<file path="src/rtl/alux_pkg.sv">
// Shared definitions for the complex-ALU arbiter: opcodes, data widths and FSM states.
package alux_pkg;

  localparam int DATA_W = 64;
  localparam int HALF_W = 32;

  localparam logic [3:0] OP_A     = 4'd0;
  localparam logic [3:0] OP_B     = 4'd1;
  localparam logic [3:0] OP_ADD   = 4'd2;
  localparam logic [3:0] OP_SUB   = 4'd3;
  localparam logic [3:0] OP_MUL   = 4'd4;
  localparam logic [3:0] OP_MULRI = 4'd6;
  localparam logic [3:0] OP_EQ    = 4'd8;
  localparam logic [3:0] OP_MODA  = 4'd9;
  localparam logic [3:0] OP_MODB  = 4'd10;

  typedef enum logic [2:0] {
    ST_IDLE,
    ST_ISSUE,
    ST_WAIT,
    ST_CAPTURE,
    ST_RESP
  } arb_state_e;

  function automatic logic [1:0] onehot2(input logic sel);
    return sel ? 2'b10 : 2'b01;
  endfunction

endpackage

</file>
<file path="src/rtl/alux_arbiter_rr_arbiter2.sv">
// Two-way round-robin grant: on a tie the requester that was not granted last wins.
module rr_arbiter2 (
  input  logic [1:0] req,
  input  logic       last_grant,
  output logic       grant_valid,
  output logic       grant,
  output logic [1:0] grant_oh
);

  always_comb begin
    grant_valid = |req;
    grant       = 1'b0;
    grant_oh    = 2'b00;
    if (req == 2'b11) begin
      grant = ~last_grant;
    end else begin
      grant = req[1];
    end
    if (grant_valid) begin
      grant_oh = grant ? 2'b10 : 2'b01;
    end
  end

endmodule

</file>
<file path="src/rtl/alux_arbiter.sv">
// Shares one complex ALU between two requesters, one operation in flight, with a watchdog.
// Define ALUX_ARB_STATS_EN to add the stat_ops / stat_tmo counter outputs.
module alux_arbiter
  import alux_pkg::*;
#(
  parameter int TIMEOUT = 16,
  parameter int NREQ    = 2
) (
  input  logic                   clock,
  input  logic                   reset,
  input  logic [NREQ-1:0]        req_valid,
  output logic [NREQ-1:0]        req_ready,
  input  logic [NREQ*4-1:0]      req_opr,
  input  logic [NREQ*DATA_W-1:0] req_a,
  input  logic [NREQ*DATA_W-1:0] req_b,
  output logic [NREQ-1:0]        rsp_valid,
  input  logic [NREQ-1:0]        rsp_ready,
  output logic [DATA_W-1:0]      rsp_data,
  output logic                   rsp_err,
  output logic                   alu_start,
  output logic [3:0]             alu_opr,
  output logic [DATA_W-1:0]      alu_a,
  output logic [DATA_W-1:0]      alu_b,
  input  logic                   alu_done,
  input  logic [DATA_W-1:0]      alu_result
`ifdef ALUX_ARB_STATS_EN
  ,
  output logic [31:0]            stat_ops,
  output logic [7:0]             stat_tmo
`endif
);

  localparam int CNT_W = (TIMEOUT > 1) ? $clog2(TIMEOUT) : 1;
  localparam logic [CNT_W-1:0] TMO_LAST = CNT_W'(TIMEOUT - 1);

  arb_state_e       state_q, state_d;
  logic             gnt_q;
  logic             rr_ptr_q;
  logic             last_grant;
  logic [CNT_W-1:0] cnt_q;
  logic             grant_valid, grant;
  logic [1:0]       grant_oh;
  logic             accept, done_hit, tmo_hit, rsp_take;

  // rr_ptr_q names the requester that wins the next tie, so the last winner is its complement
  assign last_grant = ~rr_ptr_q;

  rr_arbiter2 u_rr (
    .req        (req_valid),
    .last_grant (last_grant),
    .grant_valid(grant_valid),
    .grant      (grant),
    .grant_oh   (grant_oh)
  );

  assign req_ready = (state_q == ST_IDLE && reset) ? grant_oh : '0;

  always_ff @(posedge clock or negedge reset) begin
    if (!reset) begin
      state_q <= ST_IDLE;
    end else begin
      state_q <= state_d;
    end
  end

  always_comb begin
    state_d  = state_q;
    accept   = 1'b0;
    done_hit = 1'b0;
    tmo_hit  = 1'b0;
    rsp_take = 1'b0;
    unique case (state_q)
      ST_IDLE: begin
        if (grant_valid) begin
          accept  = 1'b1;
          state_d = ST_ISSUE;
        end
      end
      ST_ISSUE: state_d = ST_WAIT;
      ST_WAIT: begin
        if (alu_done) begin
          done_hit = 1'b1;
          state_d  = ST_CAPTURE;
        end else if (cnt_q == TMO_LAST) begin
          tmo_hit = 1'b1;
          state_d = ST_RESP;
        end
      end
      ST_CAPTURE: state_d = ST_RESP;
      ST_RESP: begin
        if (rsp_ready[gnt_q]) begin
          rsp_take = 1'b1;
          state_d  = ST_IDLE;
        end
      end
      default: state_d = ST_IDLE;
    endcase
  end

  // A done in the last watchdog cycle still counts as a normal completion
  always_ff @(posedge clock or negedge reset) begin
    if (!reset) begin
      gnt_q     <= 1'b0;
      rr_ptr_q  <= 1'b0;
      cnt_q     <= '0;
      alu_start <= 1'b0;
      alu_opr   <= '0;
      alu_a     <= '0;
      alu_b     <= '0;
      rsp_valid <= '0;
      rsp_data  <= '0;
      rsp_err   <= 1'b0;
    end else begin
      if (accept) begin
        gnt_q   <= grant;
        alu_opr <= grant ? req_opr[7:4] : req_opr[3:0];
        alu_a   <= grant ? req_a[127:64] : req_a[63:0];
        alu_b   <= grant ? req_b[127:64] : req_b[63:0];
      end
      if (state_q == ST_ISSUE) begin
        alu_start <= 1'b1;
        cnt_q     <= '0;
      end
      if (state_q == ST_WAIT) begin
        cnt_q <= cnt_q + 1'b1;
      end
      if (done_hit) begin
        alu_start <= 1'b0;
      end
      if (tmo_hit) begin
        alu_start <= 1'b0;
        rsp_data  <= '0;
        rsp_err   <= 1'b1;
        rsp_valid <= onehot2(gnt_q);
      end
      if (state_q == ST_CAPTURE) begin
        rsp_data  <= alu_result;
        rsp_err   <= 1'b0;
        rsp_valid <= onehot2(gnt_q);
      end
      if (rsp_take) begin
        rsp_valid <= '0;
        rr_ptr_q  <= ~gnt_q;
      end
    end
  end

`ifdef ALUX_ARB_STATS_EN
  logic [15:0] ops0_q, ops1_q;
  logic [7:0]  tmo_q;

  // Only error-free responses count as completed; all counters stick at their maximum
  always_ff @(posedge clock or negedge reset) begin
    if (!reset) begin
      ops0_q <= '0;
      ops1_q <= '0;
      tmo_q  <= '0;
    end else begin
      if (rsp_take && !rsp_err) begin
        if (!gnt_q && ops0_q != '1) ops0_q <= ops0_q + 1'b1;
        if (gnt_q && ops1_q != '1) ops1_q <= ops1_q + 1'b1;
      end
      if (tmo_hit && tmo_q != '1) begin
        tmo_q <= tmo_q + 1'b1;
      end
    end
  end

  assign stat_ops = {ops1_q, ops0_q};
  assign stat_tmo = tmo_q;
`endif

endmodule

</file>
<file path="config.mk">
export PLATFORM = sky130hd
export DESIGN_NAME = alux_arbiter
export DESIGN_NICKNAME = d
export VERILOG_FILES = /design/src/rtl/alux_pkg.sv /design/src/rtl/alux_arbiter_rr_arbiter2.sv /design/src/rtl/alux_arbiter.sv
export SDC_FILE = /design/constraint.sdc
export NUM_CORES = 1
export LEC_CHECK = 0
export ABC_CLOCK_PERIOD_IN_PS = 2000
export CORE_AREA = 2 2 209 211
export CTS_BUF_LIST = sky130_fd_sc_hd__clkbuf_8 sky130_fd_sc_hd__clkbuf_16
export DETAILED_ROUTE_END_ITERATION = 8
export DIE_AREA = 0 0 211 213
export PLACE_DENSITY = 0.52
export SYNTH_ARGS = -nofsm -noshare
export SYNTH_HDL_FRONTEND = slang
export SYNTH_SLANG_ARGS = --single-unit
</file>
<file path="constraint.sdc">
create_clock -name clock -period 2 [get_ports clock]
set_input_delay 0.3 -clock clock [delete_from_list [all_inputs] [get_ports clock]]
set_output_delay 0.3 -clock clock [all_outputs]
set_load 0.005 [all_outputs]
</file>
==> reports/qor.yml <==
yosysTopAreaCellShare_pct: 52.8
insertion_delay_ns: 0.54
netlist_area_mm2: 0.00991
critPathRequiredTime_ns: 1.70
cts_buffers: 26
core_mm2: 0.0427
drt-total-wl_um: 45700
vias: 10524
drtAntennaViolNets: 0
syn_area_per_cell_um2: 9.95
grt_pass1_wl_um: 67500
die_w_um: 211
power_density_mw_per_mm2: 1410
syn_inst: 996
grtUsageTotal_pct: 19.3
worst_pin_slew_ns: 0.916
fmax_mhz: 513
drtIter0Drc: 790
cts_sinks: 209
finClkSkew_ns: 0.0138
placement.io_buffers: 536
slew-limit-headroom_pct: 38.9
globalRoute.totalOverflow: 0
cts_buffer_depth: 3
grt_pass1_vias: 10848
synthTopCellsByArea: "dfrtp_1 (53%), o211ai_1 (10%), a31oi_1 (8.5%)"
die_y_um: 213
htree_levels: 1
yosysWarningCount: 0
whs_ns: 0.117
finalCritPeriodShare_pct: 97.5
hp-class: "in -> reg"
crit_fanout: 2
status: "finished clean"
preCtsSetupSlack_ns: -0.124
finalCriticalPeriod_ns: 1.95
final_area_mm2: 0.0170
place_inst: 1986
cp_slowest_stage_delay_ns: 0.49
dieArea_mm2: 0.0449
synth-seq-cells: 209
cp-start-kind: "register"
cts_tree: "yes"
final_cells: 2044
clockRootBuffer: "clkbuf_16"
initial_core_util_pct: 23.2
cp_cell_sequence: "nor2b_4, nor2_1, buf_4, and3_4, buf_12"
yosys.cell_types.count: 35
ios: 537
critPathCaptureType: "primary output"
dpl.hpwl_um: 29600
firstDrtPassIters: 5
drive_gt1_share_pct: 7.42
power_mw: 23.9
clk_pin_slew_worst_paths_ns: 0.06
ir_drop_v: 0.000593
fin_nets: 1813
seq_area_frac_synth_pct: 52.8
area_delta_synth_final_pct: 71.4
fin_ws_ns: 0.0508
drv_cap: 0
synth_nets: 1332
grt_max_degree: 135
gp_congestion: 0.794
power_leakage_nw: 6.46
std_cell_rows: 76
place_area_mm2: 0.0160
yosysTopAreaCell: "dfrtp_1"
drc: 0
post_drt_wl_per_cell_um: 22.4
arrival_ns: 1.65
routed_via_density: 5.15
crit_slowest_cell: "dfrtp_4"
slew_violations: 0
worstSetupPathType: "reg -> out"
setup_violations: 0
antenna_found_initial: 3
hold_violations: 0
critical path: cells and delay by family, from the launching register on:
| kind | cells | cell delay (ns) |
|---|---|---|
| DFF | 1 | 0.49 |
| and+or+nand+nor | 3 | 0.36 |
| buffers and inverters | 2 | 0.27 |
cells in the final DEF (no fill, tap or decap), types with 2 or more instances in the layout:
cell / instances
clkdlybuf4s50_1: 532
dfrtp_1: 208
a21oi_1: 136
o21ai_0: 135
a31oi_1: 134
o211ai_1: 133
a22o_1: 67
buf_4: 30
clkbuf_16: 28
buf_12: 18
clkinv_2: 8
inv_1: 8
clkbuf_8: 6
nor2_1: 5
o21ai_1: 5
mux2i_1: 4
nand3_1: 3
diode_2: 2
nor2b_1: 2
clkinvlp_4: 2
bufbuf_16: 2
buf_6: 2
registers in the layout, indices dropped and copies added (netlist names):
register   flops
cnt_q          4
rsp_data      64
alu_opr        4
gnt_q          1
alu_start      1
alu_b         64
rsp_err        1
alu_a         64
rsp_valid      2
state_q        3
rr_ptr_q       1
area by class of cell:
class	instances	area (um2)
clock buffers	33	758
inverters	7	30.0
diodes	2	5.00
flip-flops and latches	209	5230
fillers	4273	25700
repair buffers	588	6080
multi-input cells	645	4090
clock inverters	14	100
well taps	546	683
through the flow:
step,setup TNS [ns],utilization [%]
finish,0,39.8
global route,-0.0101,39.8
CTS,-0.0248,39.7
detailed placement,-0.137,37.4
global placement,-0.0917,37.4
floorplan,0,-
cells in the mapped netlist (all sizes together):
library cell	instances
nand3	3
nand2	1
ha	1
or2	1
dfrtp	209
o21a	1
or3b	1
and3b	1
o2bb2ai	1
a31oi	134
nor4bb	1
nand2b	1
buf	35
inv	7
or4b	1
nor3	2
nor2	5
clkbuf	100
and2	2
a21oi	136
o211ai	133
nor2b	3
a22o	67
o21ai	141
and4b	1
nor3b	1
o31ai	1
mux2i	4
and3	1
mux2	1
path summary, 6_finish.rpt:
path | start | endpoint | slack, ns | cells after the start
max | rr_ptr_q | req_ready[1] | 0.05 | 5
min | req_valid[1] | alu_b[8] | 0.12 | 3
max reg2reg | rr_ptr_q | alu_a[22] | 0.15 | 4
min reg2reg | rsp_data[31] | rsp_data[31] | 0.50 | 1
max in group asynchronous | reset | alu_a[58] | 0.93 | 3
min in group asynchronous | reset | alu_b[8] | 0.41 | 3
power by group:
part	switching (mW)	internal (mW)	total [mW]	leakage, nW
sequential	1.18	6.34	7.52	2.43
combinational	5.16	6.51	11.7	3.58
clock	1.94	2.79	4.73	0.438
total	8.29	15.6	23.9	6.46
per-layer routing:
layer / up-vias / GRT usage (%) / wire [um]
li1: 4844 / - / -
met2: 442 / 31.9 / 21900
met1: 5183 / 24.4 / 19100
met5: - / 0 / 13
met3: 53 / 5.65 / 3760
met4: 2 / 5.37 / 935
cells by family after synthesis:
group	synth area share (%)
adder cells (fa/ha/maj)	0.126
flip-flops	52.8
AO/OA/AOI/OAI	38.7
buffers and inverters	6.23
multiplexers	0.518
AND/OR/NAND/NOR	1.65
timing repair:
item,4_1_cts,5_1_grt
cloned,2,1
setup buffers,4,2
resized for setup,7,3
hold endpoints to repair,209,0
hold buffers,1,0
setup endpoints to repair,2,89
pin swaps,2,2
Note: power is estimated with default switching activity, not from simulation.
==> edit: new RTL, same flow settings <==
The option `ALUX_ARB_STATS_EN` is turned on by a define.
--- a/src/rtl/alux_arbiter.sv
+++ b/src/rtl/alux_arbiter.sv
@@ -1,4 +1,6 @@
 // Shares one complex ALU between two requesters, one operation in flight, with a watchdog.
 // Define ALUX_ARB_STATS_EN to add the stat_ops / stat_tmo counter outputs.
+`define ALUX_ARB_STATS_EN
+
 module alux_arbiter
   import alux_pkg::*;
Function (old outputs only; new: stat_ops and stat_tmo): kept (Yosys induction, for registers that start in step).
==> edit against the unedited design <==
- register-to-register slack worse by 0.10 ns
- wire length down 10%
- non-clock buffer count up 51
- critical path type unchanged
- highest routed layer is now met4
- synthesized cell count down 2.0%
- utilization up 4.2 points
- sequential share of layout area up 2.4 points
- global-route usage down 1.9 points
- worst setup slack worse by 0.022 ns
- sequential cell count up 40
- synthesized area up 10%
- cell area up 11%
- count of clock-buffer cells in the layout up 4
- sequential power up 11%
- total power up 2.7%
==> edit: results (changes against the unedited design) <==
{
  "outcome": "finished, final reports clean",
  "static_leak": {"value": 8.02, "unit": "nW", "change": "+24%"},
  "cpMaxStageDelayCell": "sky130_fd_sc_hd__dfrtp_1",
  "yosys-top-cells-area": "sky130_fd_sc_hd__dfrtp_1 57%, sky130_fd_sc_hd__mux2i_1 12%, sky130_fd_sc_hd__a21oi_1 6.7%, sky130_fd_sc_hd__a22o_1 5.1%, sky130_fd_sc_hd__nor2_1 4.9%",
  "m3_gr_usage": {"value": 5.59, "unit": "%", "change": "-0.059 points"},
  "top_layer_used": "met4",
  "pwr-share-clk": {"value": 21.4, "unit": "%", "change": "+1.6 points"},
  "arrival": {"value": 1.67, "unit": "ns", "change": "+0.02 ns"},
  "reg2reg_from": "state_q[1]",
  "relSlewSlack": {"value": 35.5, "unit": "%", "change": "-3.5 points"},
  "detailroute.via_count": {"value": 9664, "change": "-8.2%"},
  "detailed_place.area": {"value": 0.0177, "unit": "mm^2", "change": "+11%"},
  "hpwlAfterDp": {"value": 31300, "unit": "um", "change": "+5.7%"},
  "final_net_count": {"value": 1919, "change": "+5.8%"},
  "dp_slack": {"value": -0.149, "unit": "ns", "change": "-0.0251 ns"},
  "reg2reg_depth": {"value": 7, "change": "+3"},
  "power_report.internal_total": {"value": 16.6, "unit": "mW", "change": "+6.3%"},
  "dp_cells": {"value": 2089, "change": "+5.2%"},
  "seq_power": {"value": 8.32, "unit": "mW", "change": "+11%"},
  "wire_per_inst": {"value": 19.1, "unit": "um", "change": "-14%"},
  "synthMuxAreaShare": {"value": 12.5, "unit": "%", "change": "+12 points"},
  "pwr-share-seq": {"value": 33.9, "unit": "%", "change": "+2.5 points"},
  "syn-num-nets": {"value": 1315, "change": "-1.3%"},
  "cts_made_buffers": {"value": 30, "change": "+15%"},
  "antenna_found_initial": {"value": 0, "change": "-3"},
  "grt_pass1_wl": {"value": 60400, "unit": "um", "change": "-10%"},
  "post_synth_fa_ha_maj_area_fraction": {"value": 0.459, "unit": "%", "change": "+0.33 points"},
  "layout-drive-gt1-share": {"value": 8.49, "unit": "%", "change": "+1.1 points"},
  "critPathTopFamily": "simple AND/OR/NAND/NOR gates",
  "viasPerCell": {"value": 4.50, "change": "-13%"},
  "post_synth_most_frequent_cells": "249 x sky130_fd_sc_hd__dfrtp_1, 145 x sky130_fd_sc_hd__a21oi_1, 143 x sky130_fd_sc_hd__nor2_1",
  "worstSkewPairLatency": {"value": 0.56, "unit": "ns", "change": "+0.02 ns"},
  "port_buffers": {"value": 576, "change": "+7.5%"},
  "gp_congestion": {"value": 0.782, "change": "-1.5%"},
  "met1_track_demand_over_resource_in_global_routing": {"value": 20.6, "unit": "%", "change": "-3.8 points"},
  "drt-met1-wl": {"value": 16400, "unit": "um", "change": "-14%"},
  "route.met2.wl": {"value": 20700, "unit": "um", "change": "-5.4%"},
  "worstHoldPathCells": {"value": 2, "change": "-1"},
  "synth_compound_gate_area_share": {"value": 13.1, "unit": "%", "change": "-26 points"}
}
==> edit: final cells by class <==
type	count	area [um^2]
fillers	4097	23900
repair buffers	639	6430
flip-flops and latches	249	6230
multi-input cells	654	4430
clock buffers	37	858
well taps	546	683
clock inverters	16	101
inverters	6	22.5
==> edit: worst max-delay path by stage <==
| stage | from | end | slack, ns | cells past startpoint |
|---|---|---|---|---|
| 2_1_floorplan | cnt_q[0] | stat_tmo[1] | 0.009 | 6 |
| 3_3_place_gp | req_valid[0] | req_ready[0] | -0.15 | 5 |
| 3_5_place_dp | req_valid[0] | req_ready[0] | -0.15 | 5 |
| 4_1_cts | state_q[0] | req_ready[0] | -0.01 | 4 |
| 5_1_grt | state_q[1] | ops1_q[15] | -0.1 | 7 |
| 6_report | state_q[1] | req_ready[0] | 0.03 | 4 |
==> edit: timing repair <==
action,4_1_cts,5_1_grt
hold endpoints to repair,249,0
resized for setup,18,17
hold buffers,1,0
setup buffers,1,4
gates cloned,0,0
setup endpoints to repair,6,26
pin swaps,1,7
